### src/rtl/fwd_scoreboard.sv
// Hazard and forwarding controller: a shift-register scoreboard of in-flight
// register writers that drives per-port forward selects and a global D-stage stall.
module fwd_scoreboard #(
    parameter int DW    = 32,
    parameter int AW    = 5,
    parameter int DEPTH = 3,
    parameter int NREAD = 4,
    parameter int TW    = 2,
    parameter int SW    = $clog2(DEPTH + 1)
) (
    input  logic                clk,
    input  logic                reset,
    input  logic                issue_valid,
    input  logic [AW-1:0]       issue_waddr,
    input  logic [TW-1:0]       issue_tnew,
    input  logic [NREAD*AW-1:0] raddr,
    input  logic [NREAD*SW-1:0] rstage,
    input  logic [NREAD*TW-1:0] rtuse,
    input  logic [NREAD*DW-1:0] rdata_rf,
    input  logic [DEPTH*DW-1:0] stage_data,
    output logic [NREAD*SW-1:0] fwd_sel,
    output logic [NREAD*DW-1:0] fwd_data,
    output logic                stall
);

    logic [DEPTH:1] v_q, v_d;
    logic [AW-1:0]  waddr_q [1:DEPTH];
    logic [AW-1:0]  waddr_d [1:DEPTH];
    logic [TW-1:0]  tnew_q  [1:DEPTH];
    logic [TW-1:0]  tnew_d  [1:DEPTH];

    always_ff @(posedge clk or posedge reset) begin
        if (reset) begin
            v_q <= '0;
            for (int unsigned k = 1; k <= DEPTH; k++) begin
                waddr_q[k] <= '0;
                tnew_q[k]  <= '0;
            end
        end else begin
            v_q     <= v_d;
            waddr_q <= waddr_d;
            tnew_q  <= tnew_d;
        end
    end

    // Stage 1 takes the D instruction unless stalled; older stages age by one.
    always_comb begin
        v_d = '0;
        for (int unsigned k = 1; k <= DEPTH; k++) begin
            waddr_d[k] = '0;
            tnew_d[k]  = '0;
        end
        v_d[1] = !stall && issue_valid && (issue_waddr != '0);
        if (!stall) begin
            waddr_d[1] = issue_waddr;
            tnew_d[1]  = issue_tnew;
        end
        for (int unsigned k = 2; k <= DEPTH; k++) begin
            v_d[k]     = v_q[k-1];
            waddr_d[k] = waddr_q[k-1];
            tnew_d[k]  = (tnew_q[k-1] == '0) ? '0 : tnew_q[k-1] - 1'b1;
        end
    end

    logic          found;
    int unsigned   win_k;
    logic [TW-1:0] win_tnew;
    logic [AW-1:0] ra;
    int unsigned   rs;

    always_comb begin
        stall    = 1'b0;
        fwd_sel  = '0;
        fwd_data = '0;
        found    = 1'b0;
        win_k    = 0;
        win_tnew = '0;
        ra       = '0;
        rs       = 0;
        for (int unsigned p = 0; p < NREAD; p++) begin
            ra       = raddr[p*AW +: AW];
            rs       = 32'(rstage[p*SW +: SW]);
            found    = 1'b0;
            win_k    = 0;
            win_tnew = '0;
            // Scan from youngest stage; first match shadows older writers.
            for (int unsigned k = 1; k <= DEPTH; k++) begin
                if (!found && v_q[k] && (waddr_q[k] == ra) && (ra != '0) && (k > rs)) begin
                    found    = 1'b1;
                    win_k    = k;
                    win_tnew = tnew_q[k];
                end
            end
            if (found && (win_tnew == '0)) begin
                fwd_sel[p*SW +: SW]  = SW'(win_k);
                fwd_data[p*DW +: DW] = stage_data[(win_k - 1) * DW +: DW];
            end else begin
                fwd_data[p*DW +: DW] = rdata_rf[p*DW +: DW];
            end
            if (found && (rs == 0) && (win_tnew > rtuse[p*TW +: TW]))
                stall = 1'b1;
        end
    end

endmodule

### config.mk
export PLATFORM = sky130hd
export DESIGN_NAME = fwd_scoreboard
export DESIGN_NICKNAME = d
export VERILOG_FILES = /design/src/rtl/fwd_scoreboard.sv
export SDC_FILE = /design/constraint.sdc
export NUM_CORES = 1
export LEC_CHECK = 0
export BUFFER_PORTS_ARGS = -buffer_cell sky130_fd_sc_hd__buf_2
export CAP_MARGIN = 25
export CORE_AREA = 8 8 152 154
export DETAILED_ROUTE_END_ITERATION = 10
export DIE_AREA = 0 0 160 162
export PLACE_DENSITY = 0.73
export SLEW_MARGIN = 0
export SYNTH_ARGS = -nofsm -noshare
export SYNTH_HDL_FRONTEND = slang
export SYNTH_SLANG_ARGS = --single-unit
### constraint.sdc
create_clock -name clk -period 11.4 [get_ports clk]
set_clock_uncertainty 0.2 [all_clocks]
set_input_delay 0.57 -clock clk [delete_from_list [all_inputs] [get_ports clk]]
set_output_delay 0.57 -clock clk [all_outputs]
set_load 0.02 [all_outputs]
-- Yosys cells after proc, flatten, opt, wreduce, memory -nomap -nowiden
Index checks and enable logic that the tools add are counted.
- input bits: 270
- output and inout port bits: 137
- register bits after elaboration: 24
- $add $sub $neg: 6
- mux-type cells: 52
- shift-type cells: 4
- equality and inequality tests: 12
- order comparisons: 16
- reduce and logical (&&, ||, !) cells: 82
- operators by type and width (operator ; number):
    variable part select 96 x 33 -> 32 bit ; 4
    two-way mux 27 bit ; 7
    two-way mux 32 bit ; 4
    subtractor 27 x 1 -> 27 bit (second input constant) ; 4
    equality test 5 bit ; 12
    logical AND 1 bit ; 58
    two-way mux 2 bit ; 20
    nonzero test 5 bit ; 5
    logical NOT 2 bit ; 10
    two-way mux 1 bit ; 20
    greater-than comparator 2 bit (first input constant) ; 8
    logical NOT 1 bit ; 9
    greater-than comparator 1 x 2 -> 1 bit (first input constant) ; 4
    greater-than comparator 2 bit ; 4
    two-way mux 5 bit ; 1
    subtractor 2 x 1 -> 2 bit (second input constant) ; 2

-- Depth between registers and ports, before layout
Gate-level depths: netlist of the first run.
- word-level depth: 26
- mapped depth: 15

-- Worst setup path after synthesis of the first run
Ideal clock, no wire load.
- path type: input -> output
- start point: input port raddr[10]
- end point: output port fwd_data[88]
- path buffers: 4
- stages: 15
- required time: 10630 ps
- setup slack: 6795 ps
- arrival time: 3835 ps
- cells stage by stage: or4_1 -> nor2_1 -> nor2_1 -> clkbuf_1 -> clkbuf_1 -> nand2_1 -> a21oi_1 -> ha_1 -> clkbuf_1 -> buf_1 -> mux2i_1 -> nor2_1 -> o22ai_1 -> a2111oi_0 -> a21o_1
- cells in the longest elaborated chain, start to end: 20
- elaborated cells between the ends (all ways): 31
- classes of those cells: 1 x add/sub; 3 x eq/ne; 1 x shift; 10 x mux; 16 x reduce/logical
- RTL lines (element ; line ; text):
    from (decl) ; 16 ; input logic [NREAD*AW-1:0] raddr,
    equality test 5 bit ; 88 ; if (!found && v_q[k] && (waddr_q[k] == ra) && (ra != '0) && (k > rs)) begin
    logical AND 1 bit (3 in series) ; 88 ;
    two-way mux 1 bit ; 88 ;
    logical NOT 1 bit ; 88 ;
    logical AND 1 bit (4 in series) ; 88 ;
    two-way mux 1 bit ; 88 ;
    logical NOT 1 bit ; 88 ;
    logical AND 1 bit (4 in series) ; 88 ;
    two-way mux 27 bit / two-way mux 2 bit (equally long branches) ; 88 ;
    subtractor 27 x 1 -> 27 bit / logical NOT 2 bit (equally long branches) ; 96, 94 ;
    variable part select 96 x 33 -> 32 bit / logical AND 1 bit (equally long branches) ; 96, 94 ;
    two-way mux 32 bit (*) ; 94 ; if (found && (win_tnew == '0)) begin
    to (decl) ; 22 ; output logic [NREAD*DW-1:0] fwd_data,
Every way passes the cells marked *; elsewhere a longest branch is shown, timed or not.

-- Final worst setup path of the first run
- start point: input port raddr[10]
- end point: output port fwd_data[73]
The elaborated chain is that of the path after synthesis.

==> metrics.yaml, run 1 <==
status: "complete, no violations"
syn_area_per_cell_um2: 7.44
cts_tree: "built"
synth_top_cell_area_share_pct: 15.0
ys_ff_latch: 24
worstPathArrival_ns: 5.34
period_share_pct: 53.6
hold_violations: 0
final_common_cell: "buf_2"
layoutNonFillerInstCount: 1732
grt_start_max_net_pins: 68
power_mw: 0.488
worst_pin_slew_ns: 0.978
leakage_nw: 4.33
grt_pass1_wl_mm: 57.4
post-place-ws_ns: 5.32
p_per_area_nw_per_um2: 45.6
max_slew_margin_pct: 34.8
maxSlewViolCount: 0
synthArstFlopShare_pct: 100
core_um2: 20700
drt_iter0_drc: 876
setup_tns_ns: 0
drive_above_1_share_pct: 43.9
synth_area_um2: 8520
fin_ws_ns: 5.29
p_clk_share_pct: 16.4
viasPerCell: 5.99
hold_slack_ns: 0.282
rsz0062_at_grt: "no"
cts-root-buf: "clkbuf_16"
ir_worst_vdd_mv: 0.109
fin_nets: 1740
max-cap-violations: 0
hold_class: "flip-flop to flip-flop"
fmax_mhz: 164
finalSetupViolCount: 0
detail_route.first_pass.iterations: 5
worstSetupPathType: "input port to output port"
cts_sinks: 24
post-route-drc-count: 0
synth_cells: 1145
gp_congestion: 0.898
path_clk_slew_ns: 0.06
period_needed_ns: 6.11
p_int_mw: 0.277
htree_levels: 1
cts-resized-gates: 0
grt_pass1_vias: 10128
synth_area_leaders: "mux2i_1 15%, mux2_4 9.9%, or2_2 7.3%, dfrtp_1 7.0%, a21oi_1 6.3%"
finish.utilization_pct: 51.7
die_y_um: 162
antenna_found_initial: 0
grt_util_all_layers_pct: 26.9
overflow: 0
clk_latency_ns: 0.25
pwr-share-comb_pct: 63.0
switching_share_pct: 43.1
worst_ep_required_time_ns: 10.63
io_buffers: 406
areaGrowthSynthToFinish_pct: 25.6
yosysUniqueCellTypes: 55
core.rowCount: 53
start_util_pct: 41.2
drt-wirelength-per-cell_um: 21.9
wl_mm: 38.0
start_kind: "input port"
hold_buffers: 0
multi_input_area_um2: 7470
synth_ff_type: "dfrtp_1"
dpl_cell_area_um2: 10600
syn-num-nets: 1427
fill_cells: 2050
seqCellArea_um2: 601
clk_path_buf_depth: 2
ant_nets: 0
final_cell_mix: "407 x buf_2, 128 x mux2i_1, 107 x a21oi_1"
synth_enable_flop_cells: 0
cp_max_fo: 65
dr_total_vias: 10371
stdcell_area_um2: 10700
io_pins: 407
power_frac_seq_pct: 20.6
cp-end-kind: "output port"
die_area_um2: 25900
switchingPower_mw: 0.210
yosysWarnings: 0
cts_buffers: 3
dieWidth_um: 160
postCtsSetupBuffers: 0
reg2regPathDepth: 13
min_path_cells: 1
synth_top_cell_by_area: "mux2i_1"
yosysSeqAreaShare_pct: 7.05
dpl.cell_count: 1727
hpwl_mm: 28.2
antenna_cells: 0
[registers in the layout (all words and copies together) (netlist names)]
register  flops
tnew_q        6
v_q           3
waddr_d      10
waddr_q       5
[cell usage after synthesis (all sizes together) (31+ instances only)]
cell,number
xor2,31
mux2,97
a2111oi,31
nor3,36
buf,46
or2,99
a211oi,35
and2,38
nand3,106
o22ai,65
nor2,65
mux2i,128
a21oi,108
clkbuf,66
a21o,33
[power by group through the flow]
stage               registers, mW  logic [mW]  clock network (mW)
floorplan                  0.0974       0.180                   0
global placement            0.102       0.300                   0
detailed placement          0.102       0.305                   0
CTS                         0.100       0.306              0.0812
global route                0.101       0.329              0.0851
finish                      0.101       0.307              0.0798
[critical path: stages]
cell and delay [ns]:
buf_2 0.13, or4_1 0.51, nor2_1 0.28, or3_2 0.19
buf_4 0.54, a21o_1 0.22, ha_2 0.14, buf_4 0.54
nor2b_4 0.77, and2_1 0.27, o22ai_1 0.09, a2111oi_0 0.73
a21o_1 0.14, buf_2 0.16
[layout make-up]
| class | instances | share of cell area, % |
|---|---|---|
| clock buffers | 4 | 0.830 |
| repair buffers | 420 | 20.1 |
| inverters | 12 | 0.421 |
| well taps | 275 | 3.21 |
| multi-input cells | 997 | 69.8 |
| flip-flops and latches | 24 | 5.61 |
[path summary, 6_finish.rpt]
path / from / end / slack [ns]
worst max-delay path: raddr[10] / fwd_data[73] / 5.29
worst min-delay path: tnew_q[4] / tnew_q[2] / 0.28
worst max register to register: waddr_d[9] / v_q[1] / 6.92
worst min register to register: tnew_q[4] / tnew_q[2] / 0.28
max in group asynchronous: reset / waddr_d[0] / 10.19
min in group asynchronous: reset / tnew_q[5] / 0.29
[kinds of logic after synthesis]
kind of cell / Yosys count / share of synthesized area (%)
AND/OR/NAND/NOR: 404 / 25.5
AO/OA/AOI/OAI: 297 / 22.5
multiplexers: 225 / 30.3
buffers and inverters: 124 / 6.80
XOR/XNOR: 59 / 6.07
flip-flops: 24 / 7.05
adder cells (fa/ha/maj): 12 / 1.76
[layer usage]
layer / vias up / GRT usage (%) / share of wire, %
met5: - / 0 / 0
met4: 0 / 6.12 / 1.8
met3: 51 / 4.15 / 7.3
met2: 549 / 47.7 / 49
met1: 4875 / 33.7 / 42
li1: 4896 / - / -
Note: power is estimated with default switching activity, not from simulation.
==> run 2, diff against run 1 <==
- ABC_AREA: not set -> 1
- CORE_AREA: 8 8 152 154 -> 8 8 153 155
- DIE_AREA: 0 0 160 162 -> 0 0 161 163
- PLACE_DENSITY: 0.73 -> 0.72
- clock period: 11.4 -> 6.22 ns (I/O delays scaled with it)
==> run 2 against run 1 <==
Against the previous run: worst setup slack got worse by 3.8 ns; non-clock buffer count increased by 8; cell count increased by 42%; core utilization decreased by 0.70 points; register-to-register slack got worse by 3.7 ns; via count increased by 24%; worst hold slack got worse by 0.23 ns; sequential cell count unchanged; global-route usage increased by 4.1 points; critical path type is now flip-flop to output port.
==> metrics.yaml, run 2 <==
synthArstFlopShare_pct: 100
worstPathArrival_ns: 4.27
period_needed_ns: 4.78
start_kind: "flip-flop"
drive_above_1_share_pct: 22.8
post-place-ws_ns: 1.69
worst_ep_required_time_ns: 5.71
rr_startpoint: "waddr_d[1]"
synth_area_um2: 8490
synth_top_cell_by_area: "nand2_1"
cts_sinks: 24
gp_congestion: 0.979
wl_mm: 43.5
synthSimpleGateAreaFrac_pct: 67.6
yosysSeqAreaShare_pct: 7.07
dieWidth_um: 161
maxSlewViolCount: 0
seqCellArea_um2: 601
p_per_area_nw_per_um2: 93.5
io_buffers: 406
status: "complete, no violations"
fin_nets: 2447
drt_iter0_drc: 1385
cp_slowest_stage_delay_ns: 0.65
areaGrowthSynthToFinish_pct: 25.1
synth_cells: 1841
syn_area_per_cell_um2: 4.61
leakage_nw: 6.09
grt_pass1_wl_mm: 66.5
grt_pass1_vias: 11809
clk_latency_ns: 0.26
reg2reg_to: "v_q[1]"
worst_pin_slew_ns: 0.973
muxShareOfSynthArea_pct: 0
synth_fa_ha_area_share_pct: 1.77
cp_max_fo: 26
worstSetupPathType: "flip-flop to output port"
min_path_cells: 3
io_pins: 407
start_util_pct: 40.8
grt_start_max_net_pins: 97
period_share_pct: 76.8
cp-end-kind: "output port"
core_um2: 20800
path_clk_slew_ns: 0.07
overflow: 0
cp_cell_sequence: "inv_1, o21ai_0, nor2_1, nand2_1, nor2_2, nand2_2, nand2_2, inv_2, ha_1, clkinv_1, buf_16, buf_4, or2_2, nand2_1, nand2_1, nand2_1, nor2_1, nand2_1, nand2_1, buf_2"
final_cell_mix: "980 x nand2_1, 406 x buf_2, 202 x nor2_1"
cts-root-buf: "clkbuf_16"
synth_ff_type: "dfrtp_1"
setup_tns_ns: 0
syn-num-nets: 2123
yosysUniqueCellTypes: 33
max-cap-violations: 0
synth_top_cell_area_share_pct: 43.3
antenna_found_initial: 12
die_area_um2: 26200
min_from: "issue_tnew[1]"
cpMaxStageDelayCell: "ha_1"
core.rowCount: 53
reg2regPathDepth: 17
cp.buffers_inverters: 6
synth_top_family_by_area: "simple AND/OR/NAND/NOR gates"
synth_enable_flop_cells: 0
dr_total_vias: 12872
largest_reg_flops: 10
hold_class: "input port to flip-flop"
rsz0062_at_grt: "no"
multi_input_area_um2: 6690
finalSetupViolCount: 0
ir_worst_vdd_mv: 0.136
drt-wirelength-per-cell_um: 17.7
max_slew_margin_pct: 35.0
ant_nets: 0
detail_route.first_pass.iterations: 6
viasPerCell: 5.25
crit_top_cell: "nand2_1"
cts_buffers: 3
regToRegSetupSlack_ns: 3.21
ys_ff_latch: 24
yosys.cell_count.top_type: "nand2_1"
synth_area_leaders: "nand2_1 43%, nand3_1 10%, nor2_1 8.9%, dfrtp_1 7.1%, inv_1 5.6%"
clk_path_buf_depth: 2
fill_cells: 2368
fin_ws_ns: 1.44
synth_commonest_cells: "980 x nand2_1, 202 x nor2_1, 170 x nand3_1"
synth_compound_area_share_pct: 7.17
hold_violations: 0
synth_xor_area_share_pct: 1.86
die_y_um: 163
fmax_mhz: 209
yosysWarnings: 0
grt_util_all_layers_pct: 31.0
min_to: "tnew_q[5]"
cts_tree: "built"
post-route-drc-count: 0
htree_levels: 1
final_common_cell: "nand2_1"
cts-resized-gates: 0
crit_family: "buffers and inverters"
hpwl_mm: 33.6
## run 2: how the worst max path moves through the flow
stage	startpoint	endpoint	cells after the start	slack, ns
after detailed placement	raddr[16]	fwd_data[127]	21	1.69
after floorplan	waddr_d[8]	fwd_data[117]	16	3.08
after global placement	raddr[16]	fwd_data[96]	20	1.34
after global routing	waddr_q[1]	fwd_data[127]	20	1.03
after CTS	waddr_q[1]	fwd_data[127]	20	1.39
final	waddr_q[1]	fwd_data[127]	20	1.44
## run 2: kinds of logic (layout without fill, tap and decap cells)
family / after synthesis / in the layout
other cells: 0 / 13
xor+xnor: 18 / 18
flops: 24 / 24
simple gates: 1413 / 1413
compound gates: 119 / 119
fa+ha+maj: 12 / 12
buf+inv: 255 / 578
## run 2: worst register-to-register path, cell delays in order, from the launching register on
cell and delay (ns):
dfrtp_1 0.49, inv_1 0.11, nand2_1 0.10, nand3_1 0.14, inv_1 0.08, nand2_1 0.04
nor2_1 0.32, nand2_1 0.10, nor2_1 0.13, nor2_2 0.06, nand2_2 0.11, ha_1 0.26
a211oi_1 0.25, nand2_1 0.07, o21ai_0 0.10, inv_1 0.12, nand3_2 0.17, nor2_1 0.07
## run 2: final cells by class
class,instances,share of cell area (%)
multi-input combinational,1562,62.9
timing repair buffer,428,21.8
sequential,24,5.65
inverter,146,5.16
tap,275,3.24
clock buffer,3,0.706
antenna,13,0.306
clock inverter,1,0.283
## run 2: metal layers
metal	wire length, um	vias to the layer above	track usage, %
li1	-	6283	-
met4	1490	2	12.5
met3	4600	114	5.51
met2	20700	818	53.1
met1	16700	5655	37.8
met5	13	-	0
## run 2: timing repair
action	4_1_cts	5_1_grt
endpoints found under the hold margin	0	24
hold buffers	0	1
buffers inserted	0	0
## run 2: power breakdown
group	internal (mW)	total, mW	switching, mW
combinational	0.217	0.624	0.407
sequential	0.165	0.181	0.0160
clock	0.128	0.190	0.0618
## run 2: stage by stage
| step | total power [mW] | hold slack, ns | cell area [um2] | utilization (%) | std cells |
|---|---|---|---|---|---|
| floorplan | 0.535 | 0.126 | 8490 | - | 1841 |
| global placement | 0.781 | 0.186 | 10300 | 49.6 | 2428 |
| detailed placement | 0.793 | 0.192 | 10400 | 50.1 | 2432 |
| CTS | 0.983 | 0.0552 | 10500 | 50.6 | 2436 |
| global route | 1.06 | 0.0598 | 10600 | 51.0 | 2450 |
| finish | 0.994 | 0.0507 | 10600 | 51.0 | 2452 |
==> run 3, diff against run 2 <==
- clock period: 6.22 -> 4.9 ns (I/O delays scaled with it)
==> run 3 against run 2 <==
Against the previous run: total power grew 28%; routed wire length increased by 3.6%; core utilization fell by 0.24 points; global-route usage is 1.4 points higher; combinational power up 28%; non-clock buffer count up 4; cell count rose by 0.12%; via count increased by 0.57%; register-to-register slack lost 1.6 ns; critical endpoint is now fwd_data[121]; largest power group unchanged; highest routed layer is now met4.
==> metrics.yaml, run 3 (synthesis gave the netlist of run 2 again) <==
fmax_mhz: 221
final_common_cell: "nand2_1"
cp_slowest_stage_delay_ns: 0.46
worstPathArrival_ns: 4.08
drt_iter0_drc: 1382
clk_path_buf_depth: 2
min_path_cells: 3
power_frac_seq_pct: 18.1
detail_route.first_pass.iterations: 7
regToRegSetupSlack_ns: 1.58
gp_congestion: 0.977
io_buffers: 406
start_kind: "flip-flop"
overflow: 0
reg2reg_to: "waddr_d[7]"
clk_latency_ns: 0.26
pwr-share-comb_pct: 62.8
reg2regPathDepth: 16
ir_worst_vdd_mv: 0.151
max-cap-violations: 0
antenna_found_initial: 10
path_clk_slew_ns: 0.07
cts_tree: "built"
finalSetupViolCount: 0
areaGrowthSynthToFinish_pct: 24.5
switching_share_pct: 49.4
post-route-drc-count: 0
cp_max_fo: 51
p_int_mw: 0.641
dr_total_vias: 12946
cts_sinks: 24
cts-root-buf: "clkbuf_16"
switchingPower_mw: 0.626
crit_top_cell: "nand2_1"
dieWidth_um: 161
p_per_area_nw_per_um2: 120
grt_start_max_net_pins: 97
viasPerCell: 5.27
period_share_pct: 92.3
rr_startpoint: "waddr_d[5]"
htree_levels: 1
grt_util_all_layers_pct: 32.4
cts_buffers: 3
final_cell_mix: "980 x nand2_1, 406 x buf_2, 202 x nor2_1"
setup_tns_ns: 0
die_y_um: 163
start_util_pct: 40.8
period_needed_ns: 4.52
max_slew_margin_pct: 33.4
cp_cell_sequence: "inv_1, o21ai_0, nor2_1, nand3_1, nand2_2, nand2_2, inv_2, ha_1, buf_4, clkinv_1, buf_4, or2_2, nand2_1, nand2_1, nand2_1, nor2_1, nand2_1, nand2_1, buf_2"
die_area_um2: 26200
drive_above_1_share_pct: 22.8
p_clk_share_pct: 19.1
grt_pass1_wl_mm: 68.8
hold_violations: 0
finish.utilization_pct: 50.8
hold_class: "input port to flip-flop"
maxSlewViolCount: 0
status: "complete, no violations"
worstSetupPathType: "flip-flop to output port"
grt_pass1_vias: 12013
core.rowCount: 53
worst_ep_required_time_ns: 4.45
drt-wirelength-per-cell_um: 18.4
fin_nets: 2451
largest_reg_flops: 10
io_pins: 407
min_from: "issue_waddr[0]"
postCtsSetupBuffers: 0
ant_nets: 0
min_to: "waddr_d[5]"
rsz0062_at_grt: "no"
cpMaxStageDelayCell: "buf_4"
wl_mm: 45.1
leakage_nw: 6.07
worst_pin_slew_ns: 0.997
cp-end-kind: "output port"
core_um2: 20800
hpwl_mm: 34.9
[run 3: metrics by stage]
stage	instances	setup WS [ns]	total power, mW	instance area [um2]	hold WS (ns)
final	2455	0.376	1.27	10600	0.0111
after detailed placement	2435	0.811	1.01	10400	0.156
after CTS	2443	0.514	1.26	10500	0.0139
after global routing	2453	0.141	1.35	10600	0.0203
after floorplan	1841	1.83	0.679	8490	0.0596
after global placement	2433	0.921	1.00	10400	0.215
[run 3: metal layers]
layer  GRT usage [%]  wire (um)  up-vias
met3            6.70       4690      140
met4            14.5       1870        0
met5               0          0        -
met1            39.9      17700     5674
li1                -          -     6288
met2            53.7      20800      844
[run 3: what timing repair did]
| action | CTS | global route |
|---|---|---|
| setup endpoints to repair | 0 | 0 |
| hold endpoints to repair | 16 | 0 |
| gates resized for setup | 0 | 0 |
| hold buffers | 4 | 0 |
[run 3: worst max-delay path, delay by kind of cell (launching register included)]
kind / cells / cell delay (ns)
AND/OR/NAND/NOR: 11 / 1.49
AO/OA/AOI/OAI: 1 / 0.09
adder cells (fa/ha/maj): 1 / 0.32
flip-flops: 1 / 0.42
buffers and inverters: 6 / 1.45
[run 3: power by group through the flow]
stage | clock, mW | sequential [mW] | combinational, mW
floorplan | 0 | 0.222 | 0.457
global placement | 0 | 0.233 | 0.772
detailed placement | 0 | 0.233 | 0.780
CTS | 0.244 | 0.229 | 0.786
global route | 0.253 | 0.231 | 0.869
finish | 0.243 | 0.229 | 0.796
[run 3: worst max path at each step]
stage               cells past startpoint        from             to
CTS                                    20  waddr_d[1]  fwd_data[106]
global placement                       20  waddr_d[1]  fwd_data[101]
global route                           20  waddr_d[0]  fwd_data[121]
finish                                 19  waddr_d[0]  fwd_data[121]
detailed placement                     19  waddr_d[0]  fwd_data[106]
floorplan                              16  waddr_d[8]  fwd_data[117]
[run 3: layout make-up]
class                           count  area [um2]
Timing Repair Buffer              432        2260
Fill cell                        2333       10200
Clock inverter                      1        30.0
Tap cell                          275         344
Inverter                          146         548
Antenna cell                       12        30.0
Sequential cell                    24         601
Multi-Input combinational cell   1562        6690
Clock buffer                        3        75.1
